===== config.mk =====
export PLATFORM = sky130hd
export DESIGN_NAME = muldiv_seq
export DESIGN_NICKNAME = d
export VERILOG_FILES = /design/src/rtl/muldiv_seq.sv
export SDC_FILE = /design/constraint.sdc
export NUM_CORES = 1
export LEC_CHECK = 0
export ABC_AREA = 1
export BUFFER_PORTS_ARGS = -buffer_cell sky130_fd_sc_hd__buf_4
export CORE_UTILIZATION = 50
export CTS_BUF_LIST = sky130_fd_sc_hd__clkbuf_16
export DETAILED_ROUTE_END_ITERATION = 10
export PLACE_DENSITY = 0.72
export SETUP_SLACK_MARGIN = 0.2
export SLEW_MARGIN = 10
export SYNTH_ARGS = -nofsm -noshare
export SYNTH_HDL_FRONTEND = slang
export SYNTH_SLANG_ARGS = --single-unit
export TNS_END_PERCENT = 20

===== constraint.sdc =====
create_clock -name clk -period 4.2 [get_ports clk]
set_input_delay 0.21 -clock clk [delete_from_list [all_inputs] [get_ports clk]]
set_output_delay 0.21 -clock clk [all_outputs]
set_load 0.02 [all_outputs]

===== src/rtl/muldiv_seq.sv =====
// Multi-cycle RV32M multiply/divide sequencer borrowing the shared ALU for add/sub.
// Optional macro MULDIV_ZERO_SKIP_EN: multiplies with a zero operand finish early from PREP.
module muldiv_seq #(
    parameter int D_WIDTH = 32,
    parameter int CNT_W   = 6
) (
    input  logic               clk,
    input  logic               rst_n,
    input  logic               start,
    input  logic [2:0]         op,
    input  logic [D_WIDTH-1:0] rs1,
    input  logic [D_WIDTH-1:0] rs2,
    output logic               busy,
    output logic               done,
    output logic [D_WIDTH-1:0] result,
    output logic [D_WIDTH-1:0] alu_op1,
    output logic [D_WIDTH-1:0] alu_op2,
    output logic [3:0]         alu_ctrl,
    input  logic [D_WIDTH-1:0] alu_out
);
    localparam logic [2:0] S_IDLE = 3'd0;
    localparam logic [2:0] S_PREP = 3'd1;
    localparam logic [2:0] S_ITER = 3'd2;
    localparam logic [2:0] S_FIX  = 3'd3;
    localparam logic [2:0] S_DONE = 3'd4;

    localparam logic [3:0]         ALU_ADD = 4'b0000;
    localparam logic [3:0]         ALU_SUB = 4'b0001;
    localparam logic [D_WIDTH-1:0] ZERO    = '0;
    localparam logic [D_WIDTH-1:0] ONES    = '1;
    localparam logic [D_WIDTH-1:0] MIN_NEG = {1'b1, {(D_WIDTH-1){1'b0}}};
    localparam logic [CNT_W-1:0]   CNT_LAST = CNT_W'(D_WIDTH - 1);

    logic [2:0]           state_q, state_d;
    logic [2:0]           op_q, op_d;
    logic [D_WIDTH-1:0]   a_q, a_d, b_q, b_d;
    logic [D_WIDTH-1:0]   hi_q, hi_d, lo_q, lo_d;
    logic [D_WIDTH-1:0]   result_q, result_d;
    logic [CNT_W-1:0]     cnt_q, cnt_d;
    logic                 neg_q, neg_d;

    logic                 is_div, is_rem, signed_a, signed_b, sa, sb, carry, take;
    logic [D_WIDTH-1:0]   a_mag, b_mag, sum, rem_s, quo_fix, rem_fix;
    logic [2*D_WIDTH-1:0] prod_fix;

    // NOTE: every combinational output gets a default at the top so no path can infer a latch.
    always_comb begin
        state_d  = state_q;
        op_d     = op_q;
        a_d      = a_q;
        b_d      = b_q;
        hi_d     = hi_q;
        lo_d     = lo_q;
        result_d = result_q;
        cnt_d    = cnt_q;
        neg_d    = neg_q;
        alu_op1  = ZERO;
        alu_op2  = ZERO;
        alu_ctrl = ALU_ADD;

        is_div   = op_q[2];
        is_rem   = op_q[2] & op_q[1];
        // Signed A: MULH, MULHSU, DIV, REM. Signed B: MULH, DIV, REM. MUL low half is sign-agnostic.
        signed_a = op_q[2] ? ~op_q[0] : (op_q == 3'b001 || op_q == 3'b010);
        signed_b = op_q[2] ? ~op_q[0] : (op_q == 3'b001);
        sa       = signed_a & a_q[D_WIDTH-1];
        sb       = signed_b & b_q[D_WIDTH-1];
        a_mag    = sa ? -a_q : a_q;
        b_mag    = sb ? -b_q : b_q;

        sum      = hi_q;
        carry    = 1'b0;
        rem_s    = {hi_q[D_WIDTH-2:0], lo_q[D_WIDTH-1]};
        take     = 1'b0;

        prod_fix = neg_q ? -{hi_q, lo_q} : {hi_q, lo_q};
        quo_fix  = neg_q ? -lo_q : lo_q;
        rem_fix  = neg_q ? -hi_q : hi_q;

        case (state_q)
            S_IDLE: begin
                if (start) begin
                    op_d    = op;
                    a_d     = rs1;
                    b_d     = rs2;
                    state_d = S_PREP;
                end
            end
            S_PREP: begin
                a_d   = a_mag;
                b_d   = b_mag;
                hi_d  = ZERO;
                lo_d  = is_div ? a_mag : b_mag;
                cnt_d = '0;
                neg_d = is_rem ? sa : (sa ^ sb);
                if (is_div && b_q == ZERO) begin
                    result_d = is_rem ? a_q : ONES;
                    state_d  = S_DONE;
                end else if (is_div && !op_q[0] && a_q == MIN_NEG && b_q == ONES) begin
                    result_d = is_rem ? ZERO : MIN_NEG;
                    state_d  = S_DONE;
`ifdef MULDIV_ZERO_SKIP_EN
                end else if (!is_div && (a_q == ZERO || b_q == ZERO)) begin
                    result_d = ZERO;
                    state_d  = S_DONE;
`endif
                end else begin
                    state_d = S_ITER;
                end
            end
            S_ITER: begin
                cnt_d = cnt_q + CNT_W'(1);
                if (cnt_q == CNT_LAST) state_d = S_FIX;
                if (!is_div) begin
                    if (lo_q[0]) begin
                        alu_op1  = hi_q;
                        alu_op2  = a_q;
                        alu_ctrl = ALU_ADD;
                        sum      = alu_out;
                        carry    = (alu_out < hi_q);
                    end
                    hi_d = {carry, sum[D_WIDTH-1:1]};
                    lo_d = {sum[0], lo_q[D_WIDTH-1:1]};
                end else begin
                    alu_op1  = rem_s;
                    alu_op2  = b_q;
                    alu_ctrl = ALU_SUB;
                    // hi_q[MSB] is the bit shifted out of rem, i.e. bit 32 of the shifted remainder.
                    take     = hi_q[D_WIDTH-1] | (rem_s >= b_q);
                    hi_d     = take ? alu_out : rem_s;
                    lo_d     = {lo_q[D_WIDTH-2:0], take};
                end
            end
            S_FIX: begin
                if (!is_div)
                    result_d = (op_q == 3'b000) ? prod_fix[D_WIDTH-1:0] : prod_fix[2*D_WIDTH-1:D_WIDTH];
                else
                    result_d = op_q[1] ? rem_fix : quo_fix;
                state_d = S_DONE;
            end
            S_DONE:  state_d = S_IDLE;
            default: state_d = S_IDLE;
        endcase
    end

    // NOTE: sequential state is updated only with non-blocking assignments.
    always_ff @(posedge clk or negedge rst_n) begin
        if (!rst_n) begin
            state_q  <= S_IDLE;
            op_q     <= 3'b000;
            a_q      <= ZERO;
            b_q      <= ZERO;
            hi_q     <= ZERO;
            lo_q     <= ZERO;
            result_q <= ZERO;
            cnt_q    <= '0;
            neg_q    <= 1'b0;
        end else begin
            state_q  <= state_d;
            op_q     <= op_d;
            a_q      <= a_d;
            b_q      <= b_d;
            hi_q     <= hi_d;
            lo_q     <= lo_d;
            result_q <= result_d;
            cnt_q    <= cnt_d;
            neg_q    <= neg_d;
        end
    end

    assign busy   = (state_q != S_IDLE);
    assign done   = (state_q == S_DONE);
    assign result = result_q;

endmodule


==> results of run 1 <==
## logic make-up after synthesis
| kind of cell | Yosys count | synth area share, % |
|---|---|---|
| AND/OR/NAND/NOR | 1546 | 36.9 |
| AO/OA/AOI/OAI | 586 | 20.1 |
| buffers and inverters | 416 | 9.38 |
| flip-flops | 173 | 25.0 |
| XOR/XNOR | 72 | 3.64 |
| adder cells (fa/ha/maj) | 69 | 4.98 |
| other | 1 | 0.0216 |
| multiplexers | 1 | 0.0649 |
## routing by layer
layer | vias up | part of all wire (%) | wire [um]
li1 | 9753 | - | -
met1 | 9981 | 38 | 31100
met2 | 1597 | 42 | 34400
met3 | 285 | 12 | 9810
met4 | 2 | 7.9 | 6430
met5 | - | 0.016 | 13
## stage by stage
step	hold WS (ns)	std cells	setup WS (ns)	instance area (um2)	total power, W
final	0.0242	3424	1.00	19700	0.0185
after global routing	0.0311	3424	0.748	19700	0.0196
after CTS	0.00360	3424	1.14	19700	0.0179
after detailed placement	0.269	3388	1.18	19100	0.0162
after global placement	0.263	3388	1.29	19100	0.0160
after floorplan	-0.0856	2866	1.99	17400	0.0116
## how the worst max path moves through the flow
| stage | start | end | slack (ns) | cells past startpoint |
|---|---|---|---|---|
| 2_1_floorplan | lo_q[0] | result[26] | 1.99 | 15 |
| 3_3_place_gp | b_q[27] | lo_q[0] | 1.29 | 12 |
| 3_5_place_dp | b_q[1] | result[23] | 1.18 | 13 |
| 4_1_cts | b_q[1] | result[23] | 1.14 | 13 |
| 5_1_grt | b_q[27] | lo_q[0] | 0.75 | 12 |
| 6_report | hi_q[24] | hi_q[26] | 1.0 | 12 |
## critical path: stages, from the launching register on
cell and delay [ns]:
dfrtp_1 0.72, ha_1 0.36, nand2_1 0.08, nor2_1 0.04
nand2_1 0.10, nor2_1 0.05, nand2_1 0.07, nand4_1 0.07
nor2_1 0.22, nand2_2 0.66, o211ai_1 0.48, nand2_1 0.12
nand2_1 0.10
## sequential cells by signal, indices dropped and copies added, names as in the netlist
signal	count
a_q	32
b_q	32
cnt_q	6
hi_q	32
lo_q	32
neg_q	1
op_q	3
result	32
state_q	3
## cells in the final DEF (no fill, tap or decap), types with 17 or more instances in the layout
cell / instances
a211oi_1: 67
a21oi_1: 150
buf_4: 233
clkbuf_16: 17
clkinv_1: 19
dfrtp_1: 170
ha_1: 69
inv_1: 220
nand2_1: 897
nand3_1: 242
nand4_1: 46
nor2_1: 295
nor3_1: 20
o211ai_1: 66
o21ai_0: 215
o221ai_1: 42
o22ai_1: 21
xor2_1: 71
## final cells by class
class                           instances  area, um2  share of cell area [%]
Clock buffer                           17        425                    2.16
Clock inverter                         15        159                   0.806
Multi-Input combinational cell       2277      11400                    57.9
Sequential cell                       173       4340                    22.0
Inverter                              253        952                    4.83
Timing Repair Buffer                  241       1860                    9.44
Tap cell                              448        561                    2.84
## power groups by stage
stage / registers [W] / clock network (W) / logic (W)
6_report: 0.00381 / 0.00169 / 0.0130
5_1_grt: 0.00385 / 0.00175 / 0.0140
4_1_cts: 0.00370 / 0.00169 / 0.0125
3_5_place_dp: 0.00373 / 0 / 0.0124
3_3_place_gp: 0.00372 / 0 / 0.0123
2_1_floorplan: 0.00327 / 0 / 0.00833
==> results_dict.tcl, run 1 <==
set metrics [dict create \
    status "finished, final reports clean" \
    synth_flop_cell "dfrtp_1" \
    startpoint_type "flip-flop" \
    cts.sinks 173 \
    r2r_end "hi_q[26]" \
    nFillCells 3415 \
    cts_made_buffers 17 \
    num_rows 67 \
    power_frac_seq_pct 20.6 \
    ys_seq_elements 173 \
    met2_usage_pct 67.2 \
    clkPwrFrac_pct 9.2 \
    regToRegSetupSlack_ns 1.0 \
    grt_overflow 0 \
    period_needed_ns 3.20 \
    yosys_warnings 0 \
    fmax_mhz 312 \
    crit_arrival_ns 3.61 \
    period_share_pct 76.2 \
    syn_avg_cell_area_um2 6.06 \
    antenna_found_initial 1 \
    fin_util_pct 58.2 \
    grt_usage_pct 45.9 \
    dp_hpwl_mm 61.5 \
    finalMaxSlewViolations 0 \
    yosys-top-cells-count "nand2_1, nor2_1, nand3_1" \
    drtAntennaViolNets 0 \
    cts_setup_buffers 0 \
    ys_types 44 \
    worstHoldStart "rs2[27]" \
    syn-cell-area_um2 17300 \
    reg2regPathDepth 12 \
    clk_latency_ns 0.48 \
    die_area_um2 35400 \
    pwr_density_cell_nw_per_um2 936 \
    io_buffers 200 \
    core_region_area_um2 33900 \
    reg2reg_from "hi_q[24]" \
    grt_util_met1_pct 60.2 \
    cts_tree "yes" \
    totalWireLength_mm 81.7 \
    grtUsageMet3_pct 9.80 \
    ioPinCount 204 \
    synth_area_leader_cell "dfrtp_1" \
    hp-class "input pin to flip-flop" \
    ctsHoldBuffers 4 \
    routedWlPerCell_um 23.9 \
    synth-edff-count 0 \
    p_int_w 0.00705 \
    drive_gt1_share_pct 10.7 \
    grt_pass1_wl_mm 122 \
    top_usage_layer "met2" \
    comb_power_share_pct 70.2 \
    relSlewSlack_pct 23.9 \
    yosys-top-cells-area "dfrtp_1, nand2_1, nand3_1, nor2_1, o21ai_0" \
    route.detailed.drc 0 \
    endpoint_kind "flip-flop" \
    synth_top_area_share_pct 25.0 \
    diodes 0 \
    worst_clock_skew_ns 0.0162 \
    cts_root_buffer "clkbuf_16" \
    grt_pass1_vias 19800 \
    p_leak_nw 9.58 \
    seq_area_frac_synth_pct 25.0 \
    drv_cap 0 \
    drt-initial-drc-count 2802 \
    setup_viol 0 \
    ir_worst_vdd_mv 0.498 \
    nets 3134 \
    firstDrtPassIters 6 \
    cts_buffer_depth 2 \
    whs_endpoint "b_q[27]" \
    fin_setup_tns_ns 0 \
    cts_resized 0 \
    routabilityCongestion 1.06 \
    vias 21600 \
    start_util_pct 51.2 \
    path_max_fanout 62 \
    rsz0062_at_grt "false" \
    critical_path_class "flip-flop to flip-flop" \
    worst_pin_slew_ns 1.14 \
    hold_viol 0 \
    area_growth_pct 13.6 \
    viasPerCell 6.31 \
    clk_pin_slew_worst_paths_ns 0.08 \
    whs_path_depth 3 \
    p_sw_w 0.0114 \
    die_w_um 188 \
    h-tree-depth 4 \
    synthArstFlopShare_pct 100 \
    synthCells 2864 \
    grt_start_max_net_pins 174 \
    worstPathRequired_ns 4.61 \
    die_height_um 188 \
    swShare_pct 61.8 \
    synth_most_common_cell "nand2_1" \
]
No activity file was read; power rests on OpenSTA's default activity.
==> inputs of run 2 (changes only) <==
==> constraint.sdc (replaced) <==
create_clock -name clk -period 3.1 [get_ports clk]
set_input_delay 0.155 -clock clk [delete_from_list [all_inputs] [get_ports clk]]
set_output_delay 0.155 -clock clk [all_outputs]
set_load 0.02 [all_outputs]
==> results_dict.tcl, run 2 (synthesized netlist as in run 1, its figures left out) <==
set metrics [dict create \
    status "finished, final reports clean" \
    cts_tree "yes" \
    worst_clock_skew_ns 0.0180 \
    clkPwrFrac_pct 9.3 \
    pwr_density_cell_nw_per_um2 1250 \
    clk_latency_ns 0.48 \
    fmax_mhz 354 \
    die_w_um 188 \
    layout_commonest_cell "nand2_1" \
    endpoint_kind "flip-flop" \
    power_frac_seq_pct 20.6 \
    p_sw_w 0.0156 \
    cts_root_buffer "clkbuf_16" \
    period_needed_ns 2.83 \
    worstPathRequired_ns 3.44 \
    totalWireLength_mm 82.5 \
    viasPerCell 6.26 \
    worst_slack_ns 0.273 \
    firstDrtPassIters 9 \
    comb_power_share_pct 70.2 \
    fin_setup_tns_ns 0 \
    path_max_fanout 5 \
    final_cell_mix "nand2_1, nor2_1, buf_4" \
    cts_made_buffers 17 \
    hp-class "input pin to flip-flop" \
    routedWlPerCell_um 23.6 \
    grt_overflow 0 \
    antenna_found_initial 3 \
    routabilityCongestion 1.11 \
    fin_cells 3491 \
    h-tree-depth 4 \
    postPlaceCellArea_um2 19400 \
    dp_cells 3417 \
    critical_path_class "flip-flop to flip-flop" \
    io_buffers 200 \
    crit_arrival_ns 3.17 \
    place_ws_ns 0.324 \
    finalMaxSlewViolations 0 \
    die_height_um 188 \
    nets 3199 \
    drive_gt1_share_pct 11.4 \
    vias 21900 \
    grt_usage_pct 46.3 \
    relSlewSlack_pct 37.6 \
    area_growth_pct 17.4 \
    startpoint_type "flip-flop" \
    rsz0062_at_grt "true" \
    drt-initial-drc-count 2771 \
    dp_hpwl_mm 62.1 \
    clk_pin_slew_worst_paths_ns 0.09 \
    die_area_um2 35400 \
    p_int_w 0.00990 \
    grt_pass1_vias 20400 \
    worst_pin_slew_ns 0.936 \
    final_cell_area_um2 20400 \
    cts.sinks 173 \
    drv_cap 0 \
    ioPinCount 204 \
    grt_pass1_wl_mm 124 \
    setup_viol 0 \
    route.detailed.drc 0 \
    swShare_pct 61.2 \
    power_w 0.0255 \
    period_share_pct 91.2 \
    hold_viol 0 \
    start_util_pct 51.2 \
    drtAntennaViolNets 0 \
    cts_buffer_depth 2 \
    p_leak_nw 9.90 \
    cts_setup_buffers 0 \
    grt_start_max_net_pins 154 \
    core_region_area_um2 33900 \
    num_rows 67 \
    ir_worst_vdd_mv 1.01 \
]
## run 2: through the flow
stage,util (%),hold slack [ns]
floorplan,-,-0.141
global placement,57.1,0.236
detailed placement,57.1,0.234
CTS,60.1,0.000815
global route,60.1,0.0218
finish,60.1,0.00127
## run 2: final timing paths
check	start	end	slack, ns	cells after the start
max	a_q[2]	lo_q[17]	0.27	8
min	rs1[6]	a_q[6]	0.001	3
max reg2reg	a_q[2]	lo_q[17]	0.27	8
min reg2reg	result[11]	result[11]	0.49	2
max in group asynchronous	rst_n	b_q[12]	1.88	3
min in group asynchronous	rst_n	hi_q[20]	0.27	2
## run 2: worst max-delay path, stage by stage (launching register included)
cell	delay, ns
dfrtp_1	0.49
inv_1	0.21
nand3_1	0.22
nor2_1	0.37
nand4_1	0.26
o21ai_0	0.30
xor2_1	0.15
o211ai_1	0.57
nand3_1	0.13
## run 2: power groups by stage
stage / clock (W) / sequential, W / combinational (W)
after floorplan: 0 / 0.00443 / 0.0113
after global placement: 0 / 0.00511 / 0.0169
after detailed placement: 0 / 0.00512 / 0.0172
after CTS: 0.00235 / 0.00509 / 0.0173
after global routing: 0.00243 / 0.00528 / 0.0194
final: 0.00236 / 0.00524 / 0.0179
## run 2: area by class of cell
type                            count  area [um2]
Antenna cell                        2        5.00
Fill cell                        3414       13500
Inverter                          253         956
Clock inverter                     15         169
Clock buffer                       17         425
Tap cell                          448         561
Timing Repair Buffer              306        2490
Multi-Input combinational cell   2277       11400
Sequential cell                   173        4340
## run 2: per-layer routing
| layer | GRT usage (%) | wire [um] | share of wire [%] |
|---|---|---|---|
| met2 | 69.9 | 35600 | 43 |
| met4 | 28.4 | 5480 | 6.6 |
| met3 | 12.9 | 10700 | 13 |
| met1 | 58.6 | 30600 | 37 |
| met5 | 0 | 82 | 0.099 |
## run 2: timing repair
item                                   in CTS  in global routing
hold buffers                               40                  0
endpoints found under the hold margin     104                  0
setup endpoints to repair                   0                 14
gates resized for setup                     0                  2
